===== config.mk =====
export PLATFORM = sky130hd
export DESIGN_NAME = uart_rx_byte
export DESIGN_NICKNAME = d
export VERILOG_FILES = /design/src/rtl/uart_rx_byte.sv
export SDC_FILE = /design/constraint.sdc
export NUM_CORES = 1
export LEC_CHECK = 0
export BUFFER_PORTS_ARGS = -buffer_cell sky130_fd_sc_hd__buf_2
export CAP_MARGIN = 20
export CORE_ASPECT_RATIO = 1.4
export CORE_MARGIN = 1
export CORE_UTILIZATION = 35
export CTS_CLUSTER_SIZE = 28
export DETAILED_ROUTE_END_ITERATION = 6
export GPL_ROUTABILITY_DRIVEN = 0
export PLACE_DENSITY = 0.56
export SLEW_MARGIN = 20
export SYNTH_ARGS = -nofsm -noshare
export SYNTH_HDL_FRONTEND = slang
export SYNTH_SLANG_ARGS = --single-unit
export TNS_END_PERCENT = 1

===== constraint.sdc =====
create_clock -name core_clk -period 2.3 [get_ports core_clk]
set_input_delay 0.23 -clock core_clk [delete_from_list [all_inputs] [get_ports core_clk]]
set_output_delay 0.23 -clock core_clk [all_outputs]
set_load 0.03 [all_outputs]

===== src/rtl/uart_rx_byte.sv =====
// 8N1 UART receiver with a valid/ready holding register and pulsed error flags.
// Define UART_RX_PARITY_EN to add an even-parity bit and the parity_err output.
`timescale 1ns/1ps
module uart_rx_byte #(
  parameter int CLKS_PER_BIT = 4,
  parameter int DATA_BITS    = 8
) (
  input  logic                 core_clk,
  input  logic                 reset,
  input  logic                 rxd,
  output logic [DATA_BITS-1:0] rx_data,
  output logic                 rx_valid,
  input  logic                 rx_ready,
  output logic                 frame_err,
  output logic                 overrun
`ifdef UART_RX_PARITY_EN
  ,
  output logic                 parity_err
`endif
);

  localparam int CNT_W = (CLKS_PER_BIT > 1) ? $clog2(CLKS_PER_BIT) : 1;
  localparam int IDX_W = (DATA_BITS > 1) ? $clog2(DATA_BITS) : 1;
  localparam logic [CNT_W-1:0] CNT_LAST = CNT_W'(CLKS_PER_BIT - 1);
  localparam logic [CNT_W-1:0] CNT_MID  = CNT_W'(CLKS_PER_BIT / 2 - 1);
  localparam logic [IDX_W-1:0] IDX_LAST = IDX_W'(DATA_BITS - 1);

  typedef enum logic [2:0] {
    IDLE,
    START,
    DATA,
`ifdef UART_RX_PARITY_EN
    PARITY,
`endif
    STOP,
    WAIT_HIGH
  } state_t;

  state_t               state, state_n;
  logic                 rxd_m, rxd_s;
  logic [CNT_W-1:0]     cnt, cnt_n;
  logic [IDX_W-1:0]     idx, idx_n;
  logic [DATA_BITS-1:0] shreg, shreg_n;
  logic                 done, done_n;
  logic                 ferr_n;
`ifdef UART_RX_PARITY_EN
  logic                 par_bad, par_bad_n;
  logic                 perr_n;
`endif

  always_ff @(posedge core_clk) begin
    if (reset) begin
      rxd_m <= 1'b1;
      rxd_s <= 1'b1;
    end else begin
      rxd_m <= rxd;
      rxd_s <= rxd_m;
    end
  end

  always_ff @(posedge core_clk) begin
    if (reset) begin
      state     <= IDLE;
      cnt       <= '0;
      idx       <= '0;
      shreg     <= '0;
      done      <= 1'b0;
      frame_err <= 1'b0;
`ifdef UART_RX_PARITY_EN
      par_bad    <= 1'b0;
      parity_err <= 1'b0;
`endif
    end else begin
      state     <= state_n;
      cnt       <= cnt_n;
      idx       <= idx_n;
      shreg     <= shreg_n;
      done      <= done_n;
      frame_err <= ferr_n;
`ifdef UART_RX_PARITY_EN
      par_bad    <= par_bad_n;
      parity_err <= perr_n;
`endif
    end
  end

  always_comb begin
    state_n = state;
    cnt_n   = cnt;
    idx_n   = idx;
    shreg_n = shreg;
    done_n  = 1'b0;
    ferr_n  = 1'b0;
`ifdef UART_RX_PARITY_EN
    par_bad_n = par_bad;
    perr_n    = 1'b0;
`endif
    case (state)
      IDLE: begin
        if (!rxd_s) begin
          state_n = START;
          cnt_n   = '0;
        end
      end
      START: begin
        // Start bit is re-checked at mid-bit so short low glitches are ignored.
        if (cnt == CNT_MID) begin
          cnt_n = '0;
          if (!rxd_s) begin
            state_n = DATA;
            idx_n   = '0;
          end else begin
            state_n = IDLE;
          end
        end else begin
          cnt_n = cnt + 1'b1;
        end
      end
      DATA: begin
        if (cnt == CNT_LAST) begin
          shreg_n = {rxd_s, shreg[DATA_BITS-1:1]};
          cnt_n   = '0;
          idx_n   = idx + 1'b1;
          if (idx == IDX_LAST) begin
`ifdef UART_RX_PARITY_EN
            state_n = PARITY;
`else
            state_n = STOP;
`endif
          end
        end else begin
          cnt_n = cnt + 1'b1;
        end
      end
`ifdef UART_RX_PARITY_EN
      PARITY: begin
        if (cnt == CNT_LAST) begin
          par_bad_n = ^{shreg, rxd_s};
          cnt_n     = '0;
          state_n   = STOP;
        end else begin
          cnt_n = cnt + 1'b1;
        end
      end
`endif
      STOP: begin
        if (cnt == CNT_LAST) begin
          cnt_n = '0;
`ifdef UART_RX_PARITY_EN
          perr_n = par_bad;
`endif
          if (rxd_s) begin
`ifdef UART_RX_PARITY_EN
            done_n = !par_bad;
`else
            done_n = 1'b1;
`endif
            state_n = IDLE;
          end else begin
            ferr_n  = 1'b1;
            state_n = WAIT_HIGH;
          end
        end else begin
          cnt_n = cnt + 1'b1;
        end
      end
      WAIT_HIGH: begin
        if (rxd_s) state_n = IDLE;
      end
      default: state_n = IDLE;
    endcase
  end

  // shreg is untouched for at least a start-bit time after STOP, so it can feed the load directly.
  always_ff @(posedge core_clk) begin
    if (reset) begin
      rx_data  <= '0;
      rx_valid <= 1'b0;
      overrun  <= 1'b0;
    end else begin
      overrun <= 1'b0;
      if (done) begin
        if (!rx_valid || rx_ready) begin
          rx_data  <= shreg;
          rx_valid <= 1'b1;
        end else begin
          overrun <= 1'b1;
        end
      end else if (rx_valid && rx_ready) begin
        rx_valid <= 1'b0;
      end
    end
  end

endmodule


==> flow_metrics.env, run 1 <==
export IMPL_cp_start_kind="flip-flop"
export IMPL_synthToLayoutAreaGrowth_pct=12.1
export IMPL_track_usage_pct=13.7
export IMPL_r2r_start="cnt[0]"
export IMPL_worstSetupPathDepth=5
export IMPL_cp_arrival_ns=1.85
export IMPL_wl_per_cell_um=11.6
export IMPL_detailedPlace_worstSlack_ns=0.677
export IMPL_rsz0062_at_grt="false"
export IMPL_via_per_inst=4.82
export IMPL_cts_buffer_depth=2
export IMPL_cp_cell_sequence="ha_1 -> nand3b_1 -> nor2_1 -> a22oi_1 -> nor2_1"
export IMPL_rr_worst_depth=5
export IMPL_fmax_mhz=609
export IMPL_diodes=0
export IMPL_gr_total_overflow=0
export IMPL_die_y_um=74.1
export IMPL_rr_endpoint="idx[2]"
export IMPL_synth_edf_count=0
export IMPL_core_area_um2=3470
export IMPL_seq_area_frac_synth_pct=46.2
export IMPL_ant_nets=0
export IMPL_crit_path_start="cnt[0]"
export IMPL_first_pass_iters=4
export IMPL_grt_pass1_wl_um=3970
export IMPL_synthTopCellsByArea="dfxtp_1 (46%), mux2i_1 (11%), ha_1 (5.8%)"
export IMPL_yosys_top_cells_count="dfxtp_1 (30), nand2_1 (20), nor2_1 (16)"
export IMPL_ys_ff_latch=30
export IMPL_drv_cap=0
export IMPL_clkSinkCount=30
export IMPL_antenna_found_initial=0
export IMPL_ir_drop_v=0.000522
export IMPL_cts_clk_slew_worst_paths_ns=0.06
export IMPL_path_delay_family="simple AND/OR/NAND/NOR gates"
export IMPL_synth_area_leader_cell="dfxtp_1"
export IMPL_insertion_delay_ns=0.27
export IMPL_drc=0
export IMPL_io_pins=15
export IMPL_slew_viol_final=0
export IMPL_start_util_pct=37.4
export IMPL_worstMarginPinSlew_ns=0.660
export IMPL_post_route_period_util_pct=71.4
export IMPL_clock_skew_ns=0.00469
export IMPL_routed_wl_um=2240
export IMPL_cts_resized=0
export IMPL_setup_viol=0
export IMPL_utilization_pct=41.9
export IMPL_die_area_um2=3960
export IMPL_cts_tree="yes"
export IMPL_die_x_um=53.5
export IMPL_crit_path_end_kind="flip-flop"
export IMPL_power_leakage_nw=0.645
export IMPL_slew_headroom_pct=55.9
export IMPL_cts_buffers=5
export IMPL_yosysMostFrequentCell="dfxtp_1"
export IMPL_fin_ws_ns=0.657
export IMPL_root_buffer="clkbuf_8"
export IMPL_drt_first_iter_violations=14
export IMPL_slowest_delay_ns=0.54
export IMPL_cp_required_ns=2.51
export IMPL_cp_num_buf_inv=0
export IMPL_critPathKind="flip-flop to flip-flop"
export IMPL_vias=935
export IMPL_ys_warnings_count=0
export IMPL_grt_pass1_vias=916
export IMPL_dp_cells=186
export IMPL_min_period_ns=1.64
export IMPL_final_cells=194
export IMPL_p_per_area_nw_per_um2=688
export IMPL_reg2reg_slack_ns=0.66
export IMPL_ys_types=31
export IMPL_dp_final_hpwl_um=1540
export IMPL_hold_buffers=0
export IMPL_hold_viol=0
export IMPL_syn_area_um2=1300
export IMPL_io_buffers=14
export IMPL_yosysTopAreaCellShare_pct=46.2
export IMPL_cp_common_cell="nor2_1"
export IMPL_n_fill_cell=338
export IMPL_async_flop_share_pct=0
export IMPL_setup_tns_ns=0
export IMPL_rows=25
export IMPL_post_cts_buffers=0
export IMPL_synth_ff_type="dfxtp_1"
export IMPL_hp_class="input port to flip-flop"
export IMPL_layout_nets=163
export IMPL_synth_nets=150
export IMPL_htree_levels=2
export IMPL_syn_instance_count=140
export IMPL_crit_slowest_cell="nor2_1"
export IMPL_outcome="finished, final reports clean"
export IMPL_path_max_fanout=11
export IMPL_drive_gt1_share_pct=18.8
export IMPL_grt_max_degree=27
export IMPL_endpoint="idx[2]"
export IMPL_synth_area_per_cell_um2=9.28
==> power breakdown <==
| group | switching [mW] | total [mW] | internal (mW) |
|---|---|---|---|
| clock | 0.191 | 0.431 | 0.240 |
| sequential | 0.00992 | 0.535 | 0.525 |
| combinational | 0.0201 | 0.0364 | 0.0163 |
==> area by class of cell <==
| type | instances | area [um^2] | share of cell area, % |
|---|---|---|---|
| Tap cell | 40 | 50.0 | 3.44 |
| Clock buffer | 6 | 82.6 | 5.67 |
| Clock inverter | 2 | 12.5 | 0.859 |
| Inverter | 6 | 22.5 | 1.55 |
| Multi-Input combinational cell | 96 | 618 | 42.4 |
| Sequential cell | 30 | 601 | 41.2 |
| Timing Repair Buffer | 14 | 70.1 | 4.81 |
==> cell families after synthesis <==
family	after synthesis	share of synthesized area (%)
buffers and inverters	14	6.17
DFF	30	46.2
AOI/OAI and AO/OA	22	11.2
and+or+nand+nor	54	19.8
adders and majority gates	6	5.78
muxes	14	10.8
==> worst min path at each step <==
stage / startpoint / endpoint / slack [ns] / depth (start not counted)
after floorplan: rxd / rxd_m / 0.33 / 1
after global placement: rxd_m / rxd_s / 0.39 / 1
after global routing: rxd / rxd_m / 0.14 / 2
after CTS: rxd / rxd_m / 0.12 / 2
final: rxd / rxd_m / 0.14 / 2
after detailed placement: rxd_m / rxd_s / 0.40 / 1
==> per-stage QoR <==
| stage | power (mW) | hold slack [ns] | area (um^2) |
|---|---|---|---|
| 5_1_grt | 1.05 | 0.141 | 1460 |
| 2_1_floorplan | 0.578 | 0.334 | 1300 |
| 4_1_cts | 1.02 | 0.124 | 1460 |
| 3_3_place_gp | 0.583 | 0.391 | 1360 |
| 6_report | 1.00 | 0.138 | 1460 |
| 3_5_place_dp | 0.584 | 0.401 | 1360 |
==> placed cells by master (no fill, tap or decap), types with 2 or more instances in the layout <==
master / n
o21ai_0: 4
o21ai_2: 2
clkbuf_8: 6
nor4_1: 2
or2_2: 3
nand2_1: 20
nor3_1: 2
a22oi_1: 2
inv_1: 6
ha_1: 6
and2b_1: 2
nor2_1: 16
a21oi_1: 10
mux2i_1: 14
dfxtp_1: 30
buf_2: 14
==> sequential cells by signal (all words and copies together), names as in the netlist <==
register and flops:
rx_data 8, shreg 8, idx 3, state 3, cnt 2, done 1
frame_err 1, overrun 1, rx_valid 1, rxd_m 1, rxd_s 1
==> per-layer routing <==
metal  vias to the layer above  wire, um  track usage [%]
li1                        493         -                -
met1                       428      1090             16.3
met2                        12      1080             21.9
met3                         2        47             5.11
met4                         0        18             5.26
met5                         -         0                0
Power figures use the tool's default switching activity.
==> run 2, diff against run 1 <==
==> constraint.sdc (replaced) <==
create_clock -name core_clk -period 1.6 [get_ports core_clk]
set_input_delay 0.16 -clock core_clk [delete_from_list [all_inputs] [get_ports core_clk]]
set_output_delay 0.16 -clock core_clk [all_outputs]
set_load 0.03 [all_outputs]
==> flow_metrics.env, run 2 (synthesis gave the netlist of run 1 again) <==
export IMPL_critPathKind="flip-flop to flip-flop"
export IMPL_min_period_ns=1.46
export IMPL_via_per_inst=4.87
export IMPL_cp_arrival_ns=1.63
export IMPL_r2r_start="state[0]"
export IMPL_htree_levels=2
export IMPL_reg2reg_slack_ns=0.14
export IMPL_slew_headroom_pct=70.0
export IMPL_dp_final_hpwl_um=1670
export IMPL_grt_max_degree=20
export IMPL_rr_worst_depth=4
export IMPL_grt_pass1_vias=862
export IMPL_hold_viol=0
export IMPL_crit_slowest_cell="dfxtp_1"
export IMPL_cp_required_ns=1.77
export IMPL_slowest_delay_ns=0.60
export IMPL_crit_path_end_kind="flip-flop"
export IMPL_n_fill_cell=348
export IMPL_diodes=0
export IMPL_antenna_found_initial=0
export IMPL_fmax_mhz=685
export IMPL_path_delay_family="flip-flops"
export IMPL_die_area_um2=3960
export IMPL_outcome="finished, final reports clean"
export IMPL_first_pass_iters=4
export IMPL_layout_nets=168
export IMPL_place_area_um2=1400
export IMPL_worstSetupPathDepth=4
export IMPL_drv_cap=0
export IMPL_utilization_pct=43.5
export IMPL_clkSinkCount=30
export IMPL_die_y_um=74.1
export IMPL_grt_pass1_wl_um=3860
export IMPL_cts_resized=0
export IMPL_setup_tns_ns=0
export IMPL_cp_cell_sequence="mux2i_1 -> a32oi_2 -> o21ai_2 -> a31o_1"
export IMPL_rr_endpoint="state[2]"
export IMPL_drive_gt1_share_pct=20.9
export IMPL_start_util_pct=37.4
export IMPL_hold_buffers=0
export IMPL_cts_clk_slew_worst_paths_ns=0.06
export IMPL_clock_skew_ns=0.00457
export IMPL_hold_end="rxd_m"
export IMPL_rsz0062_at_grt="false"
export IMPL_cp_num_buf_inv=0
export IMPL_layout_common_cells="dfxtp_1 (30), nand2_1 (20), nor2_1 (16)"
export IMPL_ir_drop_v=0.000764
export IMPL_final_area_um2=1510
export IMPL_post_cts_buffers=0
export IMPL_drc=0
export IMPL_vias=964
export IMPL_power_leakage_nw=0.681
export IMPL_gr_total_overflow=0
export IMPL_cts_tree="yes"
export IMPL_hp_start="rxd"
export IMPL_rows=25
export IMPL_path_max_fanout=13
export IMPL_largestRegisters="rx_data (8), shreg (8)"
export IMPL_io_pins=15
export IMPL_cts_buffers=5
export IMPL_layout_commonest_cell="dfxtp_1"
export IMPL_slew_viol_final=0
export IMPL_root_buffer="clkbuf_8"
export IMPL_cts_buffer_depth=2
export IMPL_synthToLayoutAreaGrowth_pct=16.4
export IMPL_post_route_period_util_pct=91.3
export IMPL_hp_class="input port to flip-flop"
export IMPL_core_area_um2=3470
export IMPL_io_buffers=14
export IMPL_track_usage_pct=13.9
export IMPL_p_per_area_nw_per_um2=1050
export IMPL_power_mw=1.58
export IMPL_insertion_delay_ns=0.28
export IMPL_holdPathStages=2
export IMPL_worstMarginPinSlew_ns=0.450
export IMPL_routed_wl_um=2330
export IMPL_drt_first_iter_violations=19
export IMPL_wl_per_cell_um=11.7
export IMPL_ant_nets=0
export IMPL_setup_viol=0
export IMPL_die_x_um=53.5
export IMPL_cp_start_kind="flip-flop"
-- run 2: changes by cell type in the layout (fill, tap and decap cells not counted), sizes merged --
cell,change
clkinv,-1
buf,+5
bufinv,+1
clkinvlp,-1
-- run 2: how the worst max path moves through the flow --
stage	startpoint	to	slack (ns)
5_1_grt	cnt[0]	shreg[3]	0.03
2_1_floorplan	rx_valid	rx_data[5]	0.21
3_3_place_gp	cnt[0]	state[2]	0.21
3_5_place_dp	cnt[0]	state[2]	0.16
4_1_cts	cnt[0]	state[2]	0.14
6_report	state[0]	state[2]	0.14
-- run 2: metal layers --
layer	wire [um]	up-vias	global-route usage (%)	part of all wire (%)
met3	97	5	6.13	4.2
met1	1060	433	16.1	46
met5	0	-	0	0
met2	1120	21	21.4	48
met4	47	0	7.02	2.0
li1	-	505	-	-
-- run 2: area by class of cell --
type	instances	area, um^2	area share [%]
Tap cell	40	50.0	3.31
Multi-Input combinational cell	96	618	40.9
Sequential cell	30	601	39.7
Inverter	6	22.5	1.49
Clock buffer	6	82.6	5.46
Clock inverter	1	30.0	1.99
Timing Repair Buffer	19	108	7.12
-- run 2: power by group --
group / internal [mW] / total (mW) / switching (mW) / leakage [nW]
clock network: 0.497 / 0.759 / 0.262 / 0.0573
logic: 0.0253 / 0.0549 / 0.0296 / 0.381
registers: 0.756 / 0.770 / 0.0146 / 0.242
total: 1.28 / 1.58 / 0.306 / 0.681
-- run 2: stage by stage --
stage | std cells | hold WS, ns | setup slack [ns]
after floorplan | 140 | 0.264 | 0.206
after global placement | 191 | 0.351 | 0.207
after detailed placement | 191 | 0.359 | 0.159
after CTS | 198 | 0.0660 | 0.145
after global routing | 198 | 0.0666 | 0.0264
final | 198 | 0.0705 | 0.140
